## src/rtl/core_pkg.sv

```systemverilog
// Shared register-index types and constants for the core pipeline.
package core_pkg;

  localparam int unsigned REG_ADDR_W = 5;
  localparam int unsigned NUM_REGS   = 32;

  typedef logic [REG_ADDR_W-1:0] reg_idx_t;

  // x0 is hardwired to zero and is never tracked by the scoreboard
  function automatic logic idx_nonzero(input reg_idx_t idx);
    return idx != '0;
  endfunction

endpackage

```

## src/rtl/core_sb_counter.sv

```systemverilog
// Per-register in-flight write counter for the ID scoreboard.
// Saturates at MAX_INFLIGHT, never underflows, and treats a same-cycle
// increment and decrement as no change.
module core_sb_counter
  import core_pkg::*;
#(
  parameter int unsigned MAX_INFLIGHT = 3,
  parameter int unsigned CNT_W        = 2
) (
  input  logic             i_clk,
  input  logic             i_rst_n,
  input  logic             i_inc,
  input  logic             i_dec,
  output logic [CNT_W-1:0] o_cnt,
  output logic             o_busy,
  output logic             o_full
);

  localparam logic [CNT_W-1:0] LP_MAX = CNT_W'(MAX_INFLIGHT);

  logic [CNT_W-1:0] r_cnt;
  logic             w_busy;
  logic             w_full;

  assign w_busy = (r_cnt != '0);
  assign w_full = (r_cnt == LP_MAX);

  // Count outstanding writes; collisions cancel, limits hold instead of wrapping
  always_ff @(posedge i_clk or negedge i_rst_n) begin
    if (!i_rst_n) begin
      r_cnt <= '0;
    end else if (i_inc && !i_dec && !w_full) begin
      r_cnt <= r_cnt + CNT_W'(1);
    end else if (i_dec && !i_inc && w_busy) begin
      r_cnt <= r_cnt - CNT_W'(1);
    end
  end

  // A writeback for a register with nothing in flight is a pipeline protocol error
  always_ff @(posedge i_clk) begin
    if (i_rst_n) begin
      a_no_underflow: assert (!(i_dec && !w_busy));
    end
  end

  assign o_cnt  = r_cnt;
  assign o_busy = w_busy;
  assign o_full = w_full;

endmodule

```

## src/rtl/core_id_scoreboard.sv

```systemverilog
// ID-stage register-write scoreboard and issue interlock.
// Tracks in-flight writes to x1..x31 from issue to writeback, stalls ID on
// RAW hazards and on a full per-register WAW counter, and counts stall cycles.
// Build option: CORE_SB_WB_BYPASS_EN -- write-through register file; a RAW
// dependency on the last in-flight write is released in its WB cycle.
module core_id_scoreboard
  import core_pkg::*;
#(
  parameter int unsigned MAX_INFLIGHT = 3,
  parameter int unsigned CNT_W        = 2
) (
  input  logic        i_clk,
  input  logic        i_rst_n,
  input  logic        i_id_valid,
  input  logic [4:0]  i_id_rs1,
  input  logic [4:0]  i_id_rs2,
  input  logic        i_id_rs1_used,
  input  logic        i_id_rs2_used,
  input  logic [4:0]  i_id_rd,
  input  logic        i_id_reg_write,
  input  logic        i_ex_ready,
  input  logic        i_flush,
  input  logic [4:0]  i_wb_rd,
  input  logic        i_wb_reg_write,
  output logic        o_issue,
  output logic        o_id_stall,
  output logic [31:0] o_busy_map,
  output logic [31:0] o_stall_cycles
);

  logic [CNT_W-1:0]    w_cnt [NUM_REGS];
  logic [NUM_REGS-1:0] w_busy;
  logic [NUM_REGS-1:0] w_full;

  logic w_inc;
  logic w_dec;
  logic w_byp1;
  logic w_byp2;
  logic w_raw1;
  logic w_raw2;
  logic w_waw_full;
  logic w_hazard;
  logic w_issue;
  logic w_stall;

  logic [31:0] r_stall_cycles;

  // x0 has no counter; its slot reads as permanently idle
  assign w_cnt[0]  = '0;
  assign w_busy[0] = 1'b0;
  assign w_full[0] = 1'b0;

  for (genvar n = 1; n < NUM_REGS; n++) begin : g_cnt
    core_sb_counter #(
      .MAX_INFLIGHT (MAX_INFLIGHT),
      .CNT_W        (CNT_W)
    ) u_cnt (
      .i_clk   (i_clk),
      .i_rst_n (i_rst_n),
      .i_inc   (w_inc && (i_id_rd == reg_idx_t'(n))),
      .i_dec   (w_dec && (i_wb_rd == reg_idx_t'(n))),
      .o_cnt   (w_cnt[n]),
      .o_busy  (w_busy[n]),
      .o_full  (w_full[n])
    );
  end

  // Hazard detection against registered counter state, then issue/stall decision
  always_comb begin
    w_byp1 = 1'b0;
    w_byp2 = 1'b0;
`ifdef CORE_SB_WB_BYPASS_EN
    w_byp1 = i_wb_reg_write && (i_wb_rd == i_id_rs1) && (w_cnt[i_id_rs1] == CNT_W'(1));
    w_byp2 = i_wb_reg_write && (i_wb_rd == i_id_rs2) && (w_cnt[i_id_rs2] == CNT_W'(1));
`endif
    w_raw1     = i_id_rs1_used && idx_nonzero(i_id_rs1) && (w_cnt[i_id_rs1] != '0) && !w_byp1;
    w_raw2     = i_id_rs2_used && idx_nonzero(i_id_rs2) && (w_cnt[i_id_rs2] != '0) && !w_byp2;
    w_waw_full = i_id_reg_write && idx_nonzero(i_id_rd) && w_full[i_id_rd];
    w_hazard   = w_raw1 || w_raw2 || w_waw_full;
    w_stall    = i_id_valid && !i_flush && (w_hazard || !i_ex_ready);
    w_issue    = i_id_valid && !i_flush && !w_hazard && i_ex_ready;
    w_inc      = w_issue && i_id_reg_write && idx_nonzero(i_id_rd);
    w_dec      = i_wb_reg_write && idx_nonzero(i_wb_rd);
  end

  // Saturating count of ID stall cycles
  always_ff @(posedge i_clk or negedge i_rst_n) begin
    if (!i_rst_n) begin
      r_stall_cycles <= '0;
    end else if (w_stall && (r_stall_cycles != '1)) begin
      r_stall_cycles <= r_stall_cycles + 32'd1;
    end
  end

  assign o_issue        = w_issue;
  assign o_id_stall     = w_stall;
  assign o_busy_map     = w_busy;
  assign o_stall_cycles = r_stall_cycles;

endmodule

```

## config.mk

```make
export PLATFORM = sky130hd
export DESIGN_NAME = core_id_scoreboard
export DESIGN_NICKNAME = d
export VERILOG_FILES = /design/src/rtl/core_pkg.sv /design/src/rtl/core_sb_counter.sv /design/src/rtl/core_id_scoreboard.sv
export SDC_FILE = /design/constraint.sdc
export NUM_CORES = 1
export LEC_CHECK = 0
export ABC_AREA = 1
export CORE_ASPECT_RATIO = 1.2
export CORE_MARGIN = 2
export CORE_UTILIZATION = 57
export DETAILED_ROUTE_END_ITERATION = 10
export PLACE_DENSITY = 0.82
export RECOVER_POWER = 50
export SYNTH_ARGS = -nofsm -noshare
export SYNTH_HDL_FRONTEND = slang
export SYNTH_SLANG_ARGS = --single-unit
```

## constraint.sdc

```tcl
create_clock -name i_clk -period 2.7 [get_ports i_clk]
set_input_delay 0.54 -clock i_clk [delete_from_list [all_inputs] [get_ports i_clk]]
set_output_delay 0.54 -clock i_clk [all_outputs]
set_load 0.05 [all_outputs]
```

==> flow_summary.ini, run 1 <==
[timing]
final-setup-viol-count = 0
fmax_mhz = 382.1
worst_slew_pin_slew_ns = 1.411
slew-limit-headroom_pct = 5.953
period_minus_slack_ns = 2.617
finalCritPeriodShare_pct = 96.94
final_max_slew_viol_count = 0
finClkSkew_ns = 0.01137
finalHoldViolCount = 0

[synthesis]
muxShareOfSynthArea_pct = 0
syn_inst = 1198
yosys.area.top_type = dfrtp_1
synth_compound_area_share_pct = 5.723
synth_cell_types = 37
ys_ff_latch = 94
synth.avg_cell_area_sq_um = 6.223
synth_fp_nets = 1228
synth_top_family_by_area = simple AND/OR/NAND/NOR gates
synth_xor_area_share_pct = 3.525
synth_fa_ha_area_share_pct = 0.1678
yosysSeqAreaShare_pct = 31.55
synth_area_leaders = dfrtp_1 32%, nand2_1 21%, inv_1 8.4%, nand3_1 7.7%, nor2_1 7.6%
synth_simple_gate_area_share_pct = 45.13
ys_warn_count = 0
synth.top_cell.area_share_pct = 31.55
netlist_area_sq_um = 7455

[finish]
drive_above_1_share_pct = 11.38
fin_nets = 1344
final_core_util_pct = 71.76
area_delta_synth_final_pct = 22.49
final_cell_area_sq_um = 9131
mostFrequentLayoutCells = 417 x nand2_1, 159 x inv_1, 144 x nor2_1
diodes = 0
mostFrequentLayoutCell = nand2_1

[die]
die_h_microns = 129.3
initial_core_util_pct = 58.58
coreArea_sq_um = 12720
die-area_sq_um = 14010
rows = 45
die_w_microns = 108.4
pin_count = 95

[grt]
antenna_found_initial = 0
grt_max_degree = 63
grt_pass1_wl_mm = 37.24
overflow = 0
track_usage_pct = 34.41
grt_pass1_vias = 7769

[pwr]
power_density_nw_per_um2 = 543.0
vdd_drop_max_mv = 0.4331
leakagePower_nw = 4.597

[drt]
routed_wl_mm = 23.13
route.detailed.drc = 0
drt_iter0_markers = 616
vias = 8072
ant_nets = 0
drt_first_pass_iters = 6
routedWlPerCell_microns = 15.61
viasPerCell = 5.447

[job]
cap_violations = 0

[cts]
cts_tree = yes
cts_hold_buf = 0
clock_path_buffers = 2
root_buffer = clkbuf_16
cts.clk_slew.worst_paths_ns = 0.07
clock-sinks = 94
numCtsBuffers = 9
clk_latency_ns = 0.36
htreeDepth = 3

[hold_path]
hp-class = in -> async

[critical_path]
crit_family = simple AND/OR/NAND/NOR gates
cp-start-kind = input port
critPathMaxStageDelay_ns = 0.23
worstSetupPathType = in -> out
end_kind = primary output
crit_arrival_ns = 2.08
crit_required_ns = 2.16
crit_chain = clkdlybuf4s15_1 -> inv_1 -> nor2_4 -> a21oi_1 -> nand3_1 -> nand3_1 -> nand3b_1 -> nand3_2 -> nand3_2 -> and2_4 -> buf_12
cp_slowest_cell = clkdlybuf4s15_1
path_buf_inv = 3
cp_max_fo = 7

[status]
status = complete, no violations

[placed_design]
place_area_sq_um = 8686
place_hpwl_mm = 17.82
portBuffers = 93
globalplace.congestion = 1.013
[report_power, final]
| group | leakage [nW] | internal (mW) | switching [mW] | total [mW] |
|---|---|---|---|---|
| Sequential | 1.19 | 1.59 | 0.185 | 1.78 |
| Clock | 0.139 | 0.718 | 0.588 | 1.31 |
| Combinational | 3.27 | 0.588 | 1.29 | 1.87 |
| Total | 4.60 | 2.90 | 2.06 | 4.96 |
[per-stage QoR]
step	total power [mW]	cells	hold slack [ns]	setup slack [ns]	setup TNS, ns
finish	4.958	1482	0.2259	0.08266	0
global route	5.195	1482	0.2991	-0.001021	-0.001021
CTS	4.969	1481	0.03491	0.005657	0
detailed placement	3.653	1459	0.4091	-0.3754	-28.92
global placement	3.613	1459	0.4069	-0.3391	-24.60
floorplan	3.046	1198	0.2444	0.2679	0
[Yosys cell counts, drive strengths merged]
cell,count
a21o,11
a21oi,37
and2,1
buf,46
clkbuf,5
clkinv,2
conb,1
dfrtp,94
ha,1
inv,170
nand2,425
nand3,123
nand3b,25
nand4,10
nor2,157
nor3,20
nor3b,1
nor4,13
o21ai,25
or2,1
xnor2,7
xor2,23
[metal layers]
metal  part of all wire [%]  track usage [%]
met4                    6.8            21.72
met2                     48            59.60
met1                     39            39.31
met3                    6.2            5.684
met5                      0                0
[worst paths after layout]
kind | endpoint | cells after the start | slack (ns) | from
hold / removal | g_cnt[16].u_cnt.o_cnt[1] | 1 | 0.23 | i_rst_n
setup / recovery | o_id_stall | 11 | 0.08 | i_id_rs1[0]
setup reg to reg | o_stall_cycles[31] | 15 | 0.30 | g_cnt[2].u_cnt.o_cnt[0]
max in group asynchronous | g_cnt[22].u_cnt.o_cnt[0] | 2 | 0.59 | i_rst_n
min in group i_clk | g_cnt[7].u_cnt.o_cnt[1] | 2 | 0.50 | g_cnt[7].u_cnt.o_cnt[1]
hold reg to reg | g_cnt[7].u_cnt.o_cnt[1] | 2 | 0.50 | g_cnt[7].u_cnt.o_cnt[1]
[state kept, by name, indices dropped and copies added (netlist names)]
name	cells
g_cnt.u_cnt.o_cnt	62
o_stall_cycles	32
[cells by family (layout without fill, tap and decap cells)]
family	count (synthesis)	in the layout
buffers and inverters	223	343
AND/OR/NAND/NOR	776	776
XOR/XNOR	30	30
AO/OA/AOI/OAI	73	73
adder cells (fa/ha/maj)	1	1
other	1	1
flip-flops	94	94
[final cells by class]
type                       count  area [sq um]
multi-input combinational    881          4183
fill                        1132          3593
timing repair buffer         156          1445
clock buffer                  10         229.0
clock inverter                 5         60.06
tap                          164         205.2
sequential                    94          2352
inverter                     172         656.9
[what timing repair did]
item	CTS	global route
pin swaps	12	12
gates resized for setup	42	33
setup buffers	7	2
setup endpoints to repair	42	11
(Power assumes the default switching activity.)
==> inputs of run 2 (changes only) <==
CORE_MARGIN = unset   (was 2)
CORE_UTILIZATION = 60   (was 57)
DONT_BUFFER_PORTS = 1   (was unset)
PLACE_DENSITY = 0.76   (was 0.82)
==> flow_summary.ini, run 2 (same netlist as run 1, synthesis figures left out) <==
[placed_design]
globalplace.congestion = 1.089
place_area_sq_um = 7869
pre_cts_slack_ns = 0.08661
dp_cells = 1381
place_hpwl_mm = 16.93
portBuffers = 0

[die]
rows = 44
coreArea_sq_um = 12110
pin_count = 95
die-area_sq_um = 12880
initial_core_util_pct = 61.55
die_w_microns = 103.8
die_h_microns = 124.1

[finish]
fin_nets = 1261
largest_reg_flops = 62
drive_above_1_share_pct = 8.819
final_core_util_pct = 67.20
mostFrequentLayoutCells = 419 x nand2_1, 164 x inv_1, 142 x nor2_1
fin_cells = 1397
fillers = 1126
final_cell_area_sq_um = 8139
mostFrequentLayoutCell = nand2_1
diodes = 0
area_delta_synth_final_pct = 9.181

[drt]
route.detailed.drc = 0
drt_iter0_markers = 616
routedWlPerCell_microns = 15.83
wl_met3_mm = 1.949
viasPerCell = 5.464
routed_wl_mm = 22.11
top_layer = met4
drt_first_pass_iters = 5
vias = 7633
wl_met1_mm = 8.874
ant_nets = 0
wl_met2_mm = 10.25

[critical_path]
cp.depth = 12
crit_family = simple AND/OR/NAND/NOR gates
path_common_cell = nand2_1
setup.worst_path.end = o_id_stall
crit_chain = inv_1 -> nand2_1 -> a21oi_1 -> nand3_1 -> nand2_1 -> nand2_1 -> nand2_1 -> nand2_1 -> nand3_1 -> nand3_1 -> and2_4 -> buf_12
crit_start = g_cnt[18].u_cnt.o_cnt[1]
regToRegStartpoint = o_stall_cycles[17]
end_kind = primary output
crit_arrival_ns = 2.12
path_buf_inv = 2
cp_max_fo = 4
ff2ff_setup_slack_ns = 0.17
worstSetupPathType = reg -> out
cp_slowest_cell = dfrtp_1
reg2regPathDepth = 9
crit_required_ns = 2.16
cp-start-kind = flip-flop
critPathMaxStageDelay_ns = 0.37
r2r_end = o_stall_cycles[1]

[cts]
cts_tree = yes
clk_latency_ns = 0.36
clock_path_buffers = 2
htreeDepth = 3
numCtsBuffers = 9
clock-sinks = 94
root_buffer = clkbuf_16
cts.clk_slew.worst_paths_ns = 0.07

[timing]
fmax_mhz = 376.6
worst_slew_pin_slew_ns = 0.7499
setup_tns_ns = 0
setup_ws_ns = 0.04498
period_minus_slack_ns = 2.655
finalCritPeriodShare_pct = 98.33
finClkSkew_ns = 0.009525
holdWs_ns = -0.1259
slew-limit-headroom_pct = 50.01
final_max_slew_viol_count = 0
final-setup-viol-count = 0
finalHoldViolCount = 94

[grt]
grt_max_degree = 95
grt_pass1_wl_mm = 34.40
antenna_found_initial = 0
overflow = 0
track_usage_pct = 34.59
grt_pass1_vias = 7046

[pwr]
leakagePower_nw = 4.108
power_density_nw_per_um2 = 591.8
total_power_mw = 4.816
vdd_drop_max_mv = 0.4346

[status]
status = complete, but fails checks
violations = hold timing

[hold_path]
hp-class = in -> async

[job]
cap_violations = 0
## run 2: cell count changes in the layout (fill, tap and decap cells not counted), moves of 17 or more
cell             change
clkdlybuf4s50_1     -48
dlygate4sd3_1       -31
clkbuf_1            +30
buf_4               -17
## run 2: worst min path at each step
stage                               endpoint  slack [ns]  cells past startpoint
floorplan           g_cnt[10].u_cnt.o_cnt[0]        0.24                      0
global placement    g_cnt[24].u_cnt.o_cnt[0]        0.25                      0
detailed placement  g_cnt[24].u_cnt.o_cnt[0]        0.25                      0
CTS                       o_stall_cycles[21]       -0.13                      0
global route              o_stall_cycles[18]       -0.13                      0
finish              g_cnt[24].u_cnt.o_cnt[0]       -0.13                      0
## run 2: cell type report
cell class	count	area (sq um)	area share, %
Clock inverter	4	78.83	0.9685
Tap cell	161	201.4	2.475
Timing Repair Buffer	73	481.7	5.919
Sequential cell	94	2352	28.90
Clock buffer	12	246.5	3.028
Inverter	172	646.9	7.948
Multi-Input combinational cell	881	4131	50.76
## run 2: metal layers
metal | up-vias | global-route usage (%)
met2 | 342 | 59.19
met5 | - | 0
met1 | 3432 | 40.42
li1 | 3784 | -
met3 | 75 | 8.268
met4 | 0 | 19.29
## run 2: power breakdown
part	internal [mW]	switching, mW
sequential	1.59	0.164
combinational	0.395	1.22
clock	0.846	0.595
total	2.83	1.98
## run 2: timing repair
| action | CTS | global route |
|---|---|---|
| setup endpoints to repair | 1 | 2 |
| gates resized for setup | 5 | 14 |
| endpoints found under the hold margin | 94 | 94 |
| setup buffers | 0 | 0 |
